--- src/rtl/mem_arbiter_pkg.sv ---
// mem_arbiter_pkg: shared types for the memory-port arbiter.
//   state_t  - arbiter FSM states (IDLE / ISSUE / WAIT)
//   OWNER_IF - owner encoding for the instruction-fetch port
//   OWNER_D  - owner encoding for the load/store port
package mem_arbiter_pkg;

  typedef enum logic [1:0] {
    ST_IDLE  = 2'd0,
    ST_ISSUE = 2'd1,
    ST_WAIT  = 2'd2
  } state_t;

  localparam logic OWNER_IF = 1'b0;
  localparam logic OWNER_D  = 1'b1;

endpackage : mem_arbiter_pkg

--- src/rtl/mem_arbiter_grant.sv ---
// mem_arbiter_grant: winner select between fetch and data requests.
// Optional feature macro: MEM_ARBITER_ROUND_ROBIN_EN (alternating priority
// on contested grants; the first contest after reset goes to data).
// Ports:
//   clk, reset   - clock / async active-high reset (round-robin build only)
//   grant_en     - arbiter may grant this cycle (IDLE, not in reset)
//   if_req       - fetch request
//   d_req        - data request
//   grant_valid  - a request is granted this cycle
//   grant_d      - winner is the data port (valid with grant_valid)
module mem_arbiter_grant
  import mem_arbiter_pkg::*;
(
`ifdef MEM_ARBITER_ROUND_ROBIN_EN
  input  logic clk,
  input  logic reset,
`endif
  input  logic grant_en,
  input  logic if_req,
  input  logic d_req,
  output logic grant_valid,
  output logic grant_d
);

  // prio_d = 1: data wins the next contest
  logic prio_d;

`ifdef MEM_ARBITER_ROUND_ROBIN_EN
  // Pointer flips only when both ports competed for the same grant
  always_ff @(posedge clk or posedge reset) begin
    if (reset) begin
      prio_d <= OWNER_D;
    end else if (grant_en && if_req && d_req) begin
      prio_d <= ~prio_d;
    end
  end
`else
  assign prio_d = OWNER_D;
`endif

  assign grant_valid = grant_en & (if_req | d_req);
  assign grant_d     = d_req & (prio_d | ~if_req);

endmodule : mem_arbiter_grant

--- src/rtl/mem_arbiter.sv ---
// mem_arbiter: shares one memory port between CPU fetch and load/store.
// One transaction outstanding at a time: IDLE grants and latches the
// request, ISSUE holds mem_req until mem_ready, WAIT returns mem_rvalid /
// mem_rdata to the owning port.
// Optional feature macro: MEM_ARBITER_ROUND_ROBIN_EN (see mem_arbiter_grant).
// Ports:
//   clk, reset                      - clock, async active-high reset
//   if_req/if_addr                  - fetch request in
//   if_ready/if_rvalid/if_rdata     - fetch accept / response out
//   d_req/d_we/d_wstrb/d_addr/d_wdata - data request in
//   d_ready/d_rvalid/d_rdata        - data accept / response out
//   mem_req/mem_we/mem_wstrb/mem_addr/mem_wdata - memory request out
//   mem_ready/mem_rvalid/mem_rdata  - memory accept / response in
//   owner                           - 0 fetch, 1 data (current or last)
//   busy                            - FSM not idle
module mem_arbiter
  import mem_arbiter_pkg::*;
#(
  parameter int unsigned ADDR_WIDTH = 32,
  parameter int unsigned DATA_WIDTH = 32
) (
  input  logic                    clk,
  input  logic                    reset,
  input  logic                    if_req,
  input  logic [ADDR_WIDTH-1:0]   if_addr,
  output logic                    if_ready,
  output logic                    if_rvalid,
  output logic [DATA_WIDTH-1:0]   if_rdata,
  input  logic                    d_req,
  input  logic                    d_we,
  input  logic [DATA_WIDTH/8-1:0] d_wstrb,
  input  logic [ADDR_WIDTH-1:0]   d_addr,
  input  logic [DATA_WIDTH-1:0]   d_wdata,
  output logic                    d_ready,
  output logic                    d_rvalid,
  output logic [DATA_WIDTH-1:0]   d_rdata,
  output logic                    mem_req,
  output logic                    mem_we,
  output logic [DATA_WIDTH/8-1:0] mem_wstrb,
  output logic [ADDR_WIDTH-1:0]   mem_addr,
  output logic [DATA_WIDTH-1:0]   mem_wdata,
  input  logic                    mem_ready,
  input  logic                    mem_rvalid,
  input  logic [DATA_WIDTH-1:0]   mem_rdata,
  output logic                    owner,
  output logic                    busy
);

  state_t state;
  logic   grant_en;
  logic   grant_valid;
  logic   grant_d;
  logic   rsp;

  // Grants are blocked while reset is held so x_ready reads 0 in reset
  assign grant_en = (state == ST_IDLE) & ~reset;

  mem_arbiter_grant u_grant (
`ifdef MEM_ARBITER_ROUND_ROBIN_EN
    .clk         (clk),
    .reset       (reset),
`endif
    .grant_en    (grant_en),
    .if_req      (if_req),
    .d_req       (d_req),
    .grant_valid (grant_valid),
    .grant_d     (grant_d)
  );

  // FSM with latched request fields
  always_ff @(posedge clk or posedge reset) begin
    if (reset) begin
      state     <= ST_IDLE;
      owner     <= OWNER_IF;
      mem_we    <= 1'b0;
      mem_wstrb <= '0;
      mem_addr  <= '0;
      mem_wdata <= '0;
    end else begin
      case (state)
        ST_IDLE: begin
          if (grant_valid) begin
            owner <= grant_d;
            state <= ST_ISSUE;
            if (grant_d) begin
              mem_we    <= d_we;
              mem_wstrb <= d_wstrb;
              mem_addr  <= d_addr;
              mem_wdata <= d_wdata;
            end else begin
              // Fetches are always reads
              mem_we    <= 1'b0;
              mem_wstrb <= '0;
              mem_addr  <= if_addr;
              mem_wdata <= '0;
            end
          end
        end
        ST_ISSUE: begin
          if (mem_ready) begin
            state <= ST_WAIT;
          end
        end
        ST_WAIT: begin
          if (mem_rvalid) begin
            state <= ST_IDLE;
          end
        end
        default: state <= ST_IDLE;
      endcase
    end
  end

  assign mem_req = (state == ST_ISSUE);
  assign busy    = (state != ST_IDLE);

  assign if_ready = grant_valid & ~grant_d;
  assign d_ready  = grant_valid &  grant_d;

  // Responses only count in WAIT; route to the owner, zero elsewhere
  assign rsp       = (state == ST_WAIT) & mem_rvalid;
  assign if_rvalid = rsp & (owner == OWNER_IF);
  assign d_rvalid  = rsp & (owner == OWNER_D);
  assign if_rdata  = if_rvalid ? mem_rdata : '0;
  assign d_rdata   = (d_rvalid & ~mem_we) ? mem_rdata : '0;

endmodule : mem_arbiter

--- config.mk ---
export PLATFORM = sky130hd
export DESIGN_NAME = mem_arbiter
export DESIGN_NICKNAME = d
export VERILOG_FILES = /design/src/rtl/mem_arbiter_pkg.sv /design/src/rtl/mem_arbiter_grant.sv /design/src/rtl/mem_arbiter.sv
export SDC_FILE = /design/constraint.sdc
export NUM_CORES = 1
export LEC_CHECK = 0
export ABC_AREA = 1
export BUFFER_PORTS_ARGS = -buffer_cell sky130_fd_sc_hd__buf_4
export CAP_MARGIN = 20
export CORE_UTILIZATION = 25
export DETAILED_ROUTE_END_ITERATION = 8
export GPL_TIMING_DRIVEN = 0
export HOLD_SLACK_MARGIN = 0.06
export PLACE_DENSITY = 0.52
export SLEW_MARGIN = 20
export SYNTH_ARGS = -nofsm -noshare
export SYNTH_HDL_FRONTEND = slang
export SYNTH_SLANG_ARGS = --single-unit
--- constraint.sdc ---
create_clock -name clk -period 2.1 [get_ports clk]
set_input_delay 0.21 -clock clk [delete_from_list [all_inputs] [get_ports clk]]
set_output_delay 0.21 -clock clk [all_outputs]
set_load 0.01 [all_outputs]
==> impl_metrics.yaml, run 1 <==
power_and_ir_drop:
  peakVddDrop_uv: 643
  power_per_cell_area_nw_per_um2: 1040
  p_leak_uw: 0.00427
worst_hold_path:
  hp-class: "primary input to register"
timing:
  slew_violations: 0
  slew_headroom: 0.548
  max_clock_freq_mhz: 515
  tightest_slew_ns: 0.679
  rsz0062_at_grt: "false"
  finalHoldViolCount: 0
  period_share: 0.924
  final.min_clock_period_ns: 1.94
  setup_viol: 0
  finClkSkew_ns: 0.00304
die:
  die_area_sq_um: 17200
  fp.dieH_microns: 131
  core_area_sq_um: 16100
  rows: 46
  io_pins: 279
  initial_utilization: 0.259
  die_w_microns: 131
grt:
  grt_overflow_total: 0
  grt_use_total: 0.188
  grt_pass1_wl_microns: 24000
  grt_pass1_vias: 4495
  grt_antenna_before_repair: 0
  grt_max_degree: 31
yosys:
  synth_compound_area_frac: 0.00240
  muxShareOfSynthArea: 0
  yosysWarningCount: 0
  yosys.area_share.simple: 0.448
  syn_avg_cell_area_sq_um: 6.78
  synth_fa_ha_area_frac: 0
  synth.distinct_cells: 17
  synth_xor_area_frac: 0
  synth_seq_area_share: 0.433
  syn_nets: 753
  synth_top_family_by_area: "simple AND/OR/NAND/NOR gates"
  syn_inst: 614
  syn_area_sq_um: 4160
  ys_ff_latch: 72
worst_setup_path:
  slowest_stage: "dfrtp_1"
  cp_cell_sequence: "inv_1, nand4_1, buf_4, nor3_2, buf_4"
  crit_top_cell: "buf_4"
  crit_required_ns: 1.89
  path_class: "register to output port"
  cp_max_fo: 10
  startpoint_type: "register"
  crit_arrival_ns: 1.73
  cp_top_family: "buffers and inverters"
  cp_num_buf_inv: 3
  worstSetupEndpointType: "output port"
  max_stage_delay_ns: 0.40
place:
  placed_cells_incl_taps: 1110
  dpl.hpwl_microns: 12500
  io_buffers: 277
  gp_congestion: 0.749
final_layout:
  layout.nets: 1046
  fillers: 1701
  drive_gt1_frac: 0.387
  area_delta_synth_final_pct: 65.3
  antenna_cells: 0
  final_cells: 1127
  final_util: 0.428
drt:
  vias: 4771
  postRouteAntennaNets: 0
  drcViolationCount: 0
  first_iter_violations: 155
  drt-total-wl_microns: 16000
  drt_pass1_iterations: 4
  viasPerCell: 4.23
  wl_per_cell_microns: 14.2
cts:
  cts_max_path_buffers: 2
  clockRootBuffer: "clkbuf_16"
  tritoncts: "built"
  numCtsBuffers: 9
  path_clk_slew_ns: 0.06
  clock_latency_ns: 0.34
  h-tree-depth: 3
  cts_num_sinks: 72
run:
  maxCapViolations: 0
run_status:
  outcome: "finished, final reports clean"
## area by class of cell
class	count	area, sq um	area share
timing repair buffer	282	2160	0.315
clock buffer	12	256	0.0373
multi-input combinational	420	1870	0.272
buffer	42	190	0.0276
inverter	80	304	0.0442
sequential	72	1800	0.262
tap	216	270	0.0393
clock inverter	3	17.5	0.00255
## where the power goes
| group | internal (uW) | switching (uW) |
|---|---|---|
| combinational | 1480 | 1850 |
| clock | 853 | 581 |
| sequential | 2010 | 373 |
## cells in the mapped netlist
master | n | area (sq um)
nand2_1 | 276 | 1040
inv_2 | 1 | 3.75
nor2_1 | 34 | 128
dfrtp_1 | 72 | 1800
nor2_4 | 1 | 11.3
nor3_2 | 29 | 290
nor3_1 | 3 | 15.0
buf_1 | 3 | 11.3
nor2_2 | 1 | 6.26
nand3_2 | 1 | 10.0
clkbuf_1 | 16 | 60.1
clkbuf_2 | 1 | 5.00
nand4_1 | 2 | 12.5
buf_2 | 22 | 110
o21ai_0 | 2 | 10.0
nand3_1 | 71 | 355
inv_1 | 79 | 297
## flip-flops by register name, summed over array words and instances, names as in the netlist
register   count
mem_wstrb      4
owner          1
mem_wdata     32
mem_addr      32
state          2
mem_we         1
## metal layers
layer,vias to the layer above,global-route usage,share of wire
met4,0,0.0588,0.0093
met3,9,0.0517,0.085
li1,2436,-,-
met5,-,0,0
met2,175,0.329,0.50
met1,2151,0.222,0.41
## placed cells by master, fill, tap and decap left out, types with 3 or more instances in the layout
| cell type | count |
|---|---|
| clkbuf_16 | 9 |
| nand2_1 | 276 |
| nor3_1 | 3 |
| dfrtp_1 | 72 |
| clkbuf_1 | 16 |
| buf_2 | 21 |
| buf_1 | 3 |
| nor2_1 | 34 |
| buf_4 | 279 |
| nor3_2 | 29 |
| inv_1 | 78 |
| nand3_1 | 71 |
## kinds of logic (layout without fill, tap and decap cells)
logic type             count (synthesis)  count (layout)
flip-flops                            72              72
buffers and inverters                122             419
AND/OR/NAND/NOR                      418             418
AO/OA/AOI/OAI                          2               2
## stage by stage
step / power, uW / hold slack, ns / TNS [ns] / worst slack [ns] / cell area (sq um)
floorplan: 3910 / 0.317 / 0 / 0.0772 / 4170
global placement: 5760 / 0.424 / -67.37 / -1.03 / 6520
detailed placement: 5770 / 0.127 / 0 / 0.312 / 6580
CTS: 7250 / 0.0678 / 0 / 0.0179 / 6870
global route: 7700 / 0.0731 / 0 / 0.0168 / 6880
finish: 7140 / 0.0782 / 0 / 0.159 / 6880
## path summary, 6_finish.rpt
kind	from	endpoint	slack, ns	depth (start not counted)
worst max-delay path	state[0]	d_rdata[6]	0.16	5
worst min-delay path	mem_rvalid	state[1]	0.08	2
worst max register to register	state[1]	mem_addr[12]	0.49	5
worst min register to register	mem_addr[26]	mem_addr[26]	0.48	2
max in group asynchronous	reset	mem_wdata[7]	1.20	5
min in group asynchronous	reset	mem_wdata[31]	0.37	3
## timing repair
action	in CTS	in global routing
buffers inserted	0	1
endpoints found under the setup margin	0	3
endpoints found under the hold margin	56	0
hold buffers	1	0
resized for setup	0	4
Note: power is estimated with default switching activity, not from simulation.
==> run 2: changes to the inputs <==
--- a/config.mk
+++ b/config.mk
@@ -5,7 +5,6 @@
 export SDC_FILE = /design/constraint.sdc
 export NUM_CORES = 1
 export LEC_CHECK = 0
-export ABC_AREA = 1
 export BUFFER_PORTS_ARGS = -buffer_cell sky130_fd_sc_hd__buf_4
 export CAP_MARGIN = 20
 export CORE_UTILIZATION = 25
==> impl_metrics.yaml, run 2 <==
power_and_ir_drop:
  seqPwrFrac: 0.321
  p_clk_frac: 0.231
  peakVddDrop_uv: 507
  swShare: 0.321
  power_uw: 7710
  pwr-share-comb: 0.449
  power.switching_uw: 2480
  p_leak_uw: 0.00359
  cell_internal_pwr_uw: 5240
  power_per_cell_area_nw_per_um2: 1140
timing:
  tightest_slew_ns: 0.564
  finClkSkew_ns: 0.00510
  slew_headroom: 0.624
  period_share: 0.923
  max_clock_freq_mhz: 516
  rsz0062_at_grt: "false"
  final.min_clock_period_ns: 1.94
  setup_viol: 0
  finalHoldViolCount: 0
  slew_violations: 0
place:
  placed_area_sq_um: 6360
  dpl.hpwl_microns: 10600
  io_buffers: 277
  gp_congestion: 0.815
grt:
  grt_antenna_before_repair: 0
  grt_max_degree: 45
  grt_use_total: 0.158
  grt_pass1_vias: 3668
  grt_overflow_total: 0
  grt_pass1_wl_microns: 19600
yosys:
  syn_inst: 351
  synth_top_area_cell: "dfrtp_1"
  synth_commonest_cells: "dfrtp_1, inv_1, nand2_1, mux2i_1, mux2_2"
  synth_most_common_cell: "dfrtp_1"
  synthArstFlopShare: 1.00
  synth_seq_area_share: 0.452
  ys.flop_type: "dfrtp_1"
  synth_edf_count: 0
  synth.distinct_cells: 24
  syn_nets: 490
  synth_top_area_share: 0.452
  syn_avg_cell_area_sq_um: 11.3
  ys_ff_latch: 72
  yosysWarningCount: 0
  synth_area_leaders: "dfrtp_1, mux2_4, mux2_2, mux2i_1, and2_1"
  syn_area_sq_um: 3980
cts:
  h-tree-depth: 3
  clockRootBuffer: "clkbuf_16"
  path_clk_slew_ns: 0.06
  tritoncts: "built"
  cts_num_sinks: 72
  cts_max_path_buffers: 2
  clock_latency_ns: 0.33
  numCtsBuffers: 9
worst_hold_path:
  hp-class: "primary input to register"
worst_setup_path:
  startpoint_type: "register"
  worstSetupEndpointType: "output port"
  crit_required_ns: 1.89
  path_class: "register to output port"
  r2r_slack_ns: 0.40
  cp_max_fo: 10
  crit_arrival_ns: 1.73
drt:
  drt-total-wl_microns: 13200
  vias: 3562
  wl_per_cell_microns: 15.3
  first_iter_violations: 73
  postRouteAntennaNets: 0
  drt_pass1_iterations: 4
  viasPerCell: 4.14
  drcViolationCount: 0
die:
  core_area_sq_um: 15400
  rows: 45
  initial_utilization: 0.259
  io_pins: 279
  fp.dieH_microns: 128
  die_w_microns: 128
  die_area_sq_um: 16400
final_layout:
  multiInputGateArea_sq_um: 1850
  fin_area_sq_um: 6750
  area_delta_synth_final_pct: 69.3
  layout_common_cells: "buf_4, dfrtp_1, inv_1, nand2_1, mux2i_1"
  fillers: 1527
  antenna_cells: 0
  final_common_cell: "buf_4"
  regArea_sq_um: 1800
  largestRegisters: "mem_addr x32, mem_wdata x32, mem_wstrb x4"
  layout.nets: 783
  final_util: 0.439
  drive_gt1_frac: 0.582
run:
  maxCapViolations: 0
run_status:
  outcome: "finished, final reports clean"
## run 2: critical path, cell delays in order, from the launching register on
cell	delay (ns)
dfrtp_1	0.43
and4b_1	0.35
clkbuf_1	0.28
and3_1	0.22
buf_4	0.12
## run 2: through the flow
step                      TNS, ns  cells  hold slack (ns)  worst slack, ns
after floorplan                 0    351            0.319           0.0651
after global placement     -72.50    839            0.423            -1.01
after detailed placement        0    840            0.264            0.305
after CTS                       0    857           0.0909          0.00356
after global routing            0    860           0.0994           0.0173
final                           0    860           0.0983            0.161
## run 2: path summary, 6_finish.rpt
| kind | from | to | depth (start not counted) |
|---|---|---|---|
| worst max-delay path | owner | d_rdata[15] | 4 |
| worst min-delay path | mem_rvalid | state[1] | 2 |
| worst max register to register | state[0] | mem_addr[1] | 6 |
| worst min register to register | mem_addr[13] | mem_addr[13] | 1 |
| max in group asynchronous | reset | mem_wdata[24] | 4 |
| min in group asynchronous | reset | owner | 3 |
## run 2: cell type report
class / instances / share of cell area
multi-input cells: 215 / 0.274
plain buffers: 25 / 0.0293
flip-flops and latches: 72 / 0.267
clock buffers: 9 / 0.0334
inverters: 39 / 0.0221
well taps: 211 / 0.0391
repair buffers: 282 / 0.317
clock inverters: 7 / 0.0178
## run 2: kinds of logic after synthesis
group / count (synthesis) / share of synthesized area
DFF: 72 / 0.452
buffers and inverters: 64 / 0.0854
AOI/OAI and AO/OA: 2 / 0.00314
muxes: 102 / 0.306
and+or+nand+nor: 111 / 0.153
## run 2: metal layers
layer | track usage | share of wire | up-vias
li1 | - | - | 1730
met1 | 0.165 | 0.37 | 1668
met2 | 0.302 | 0.54 | 152
met3 | 0.0480 | 0.084 | 12
met4 | 0.0464 | 0.012 | 0
met5 | 0 | 0 | -
## run 2: power by group through the flow
| stage | sequential (uW) | clock (uW) | combinational [uW] |
|---|---|---|---|
| 6_report | 2470 | 1780 | 3460 |
| 5_1_grt | 2570 | 1890 | 3750 |
| 4_1_cts | 2480 | 1830 | 3510 |
| 3_5_place_dp | 2480 | 0 | 3510 |
| 3_3_place_gp | 2460 | 0 | 3470 |
| 2_1_floorplan | 2740 | 0 | 1450 |
## run 2: what timing repair did
item	4_1_cts	5_1_grt
hold endpoints to repair	28	0
hold buffers	1	0
endpoints found under the setup margin	9	28
pin swaps	0	0
buffers inserted	0	3
gates resized for setup	1	5
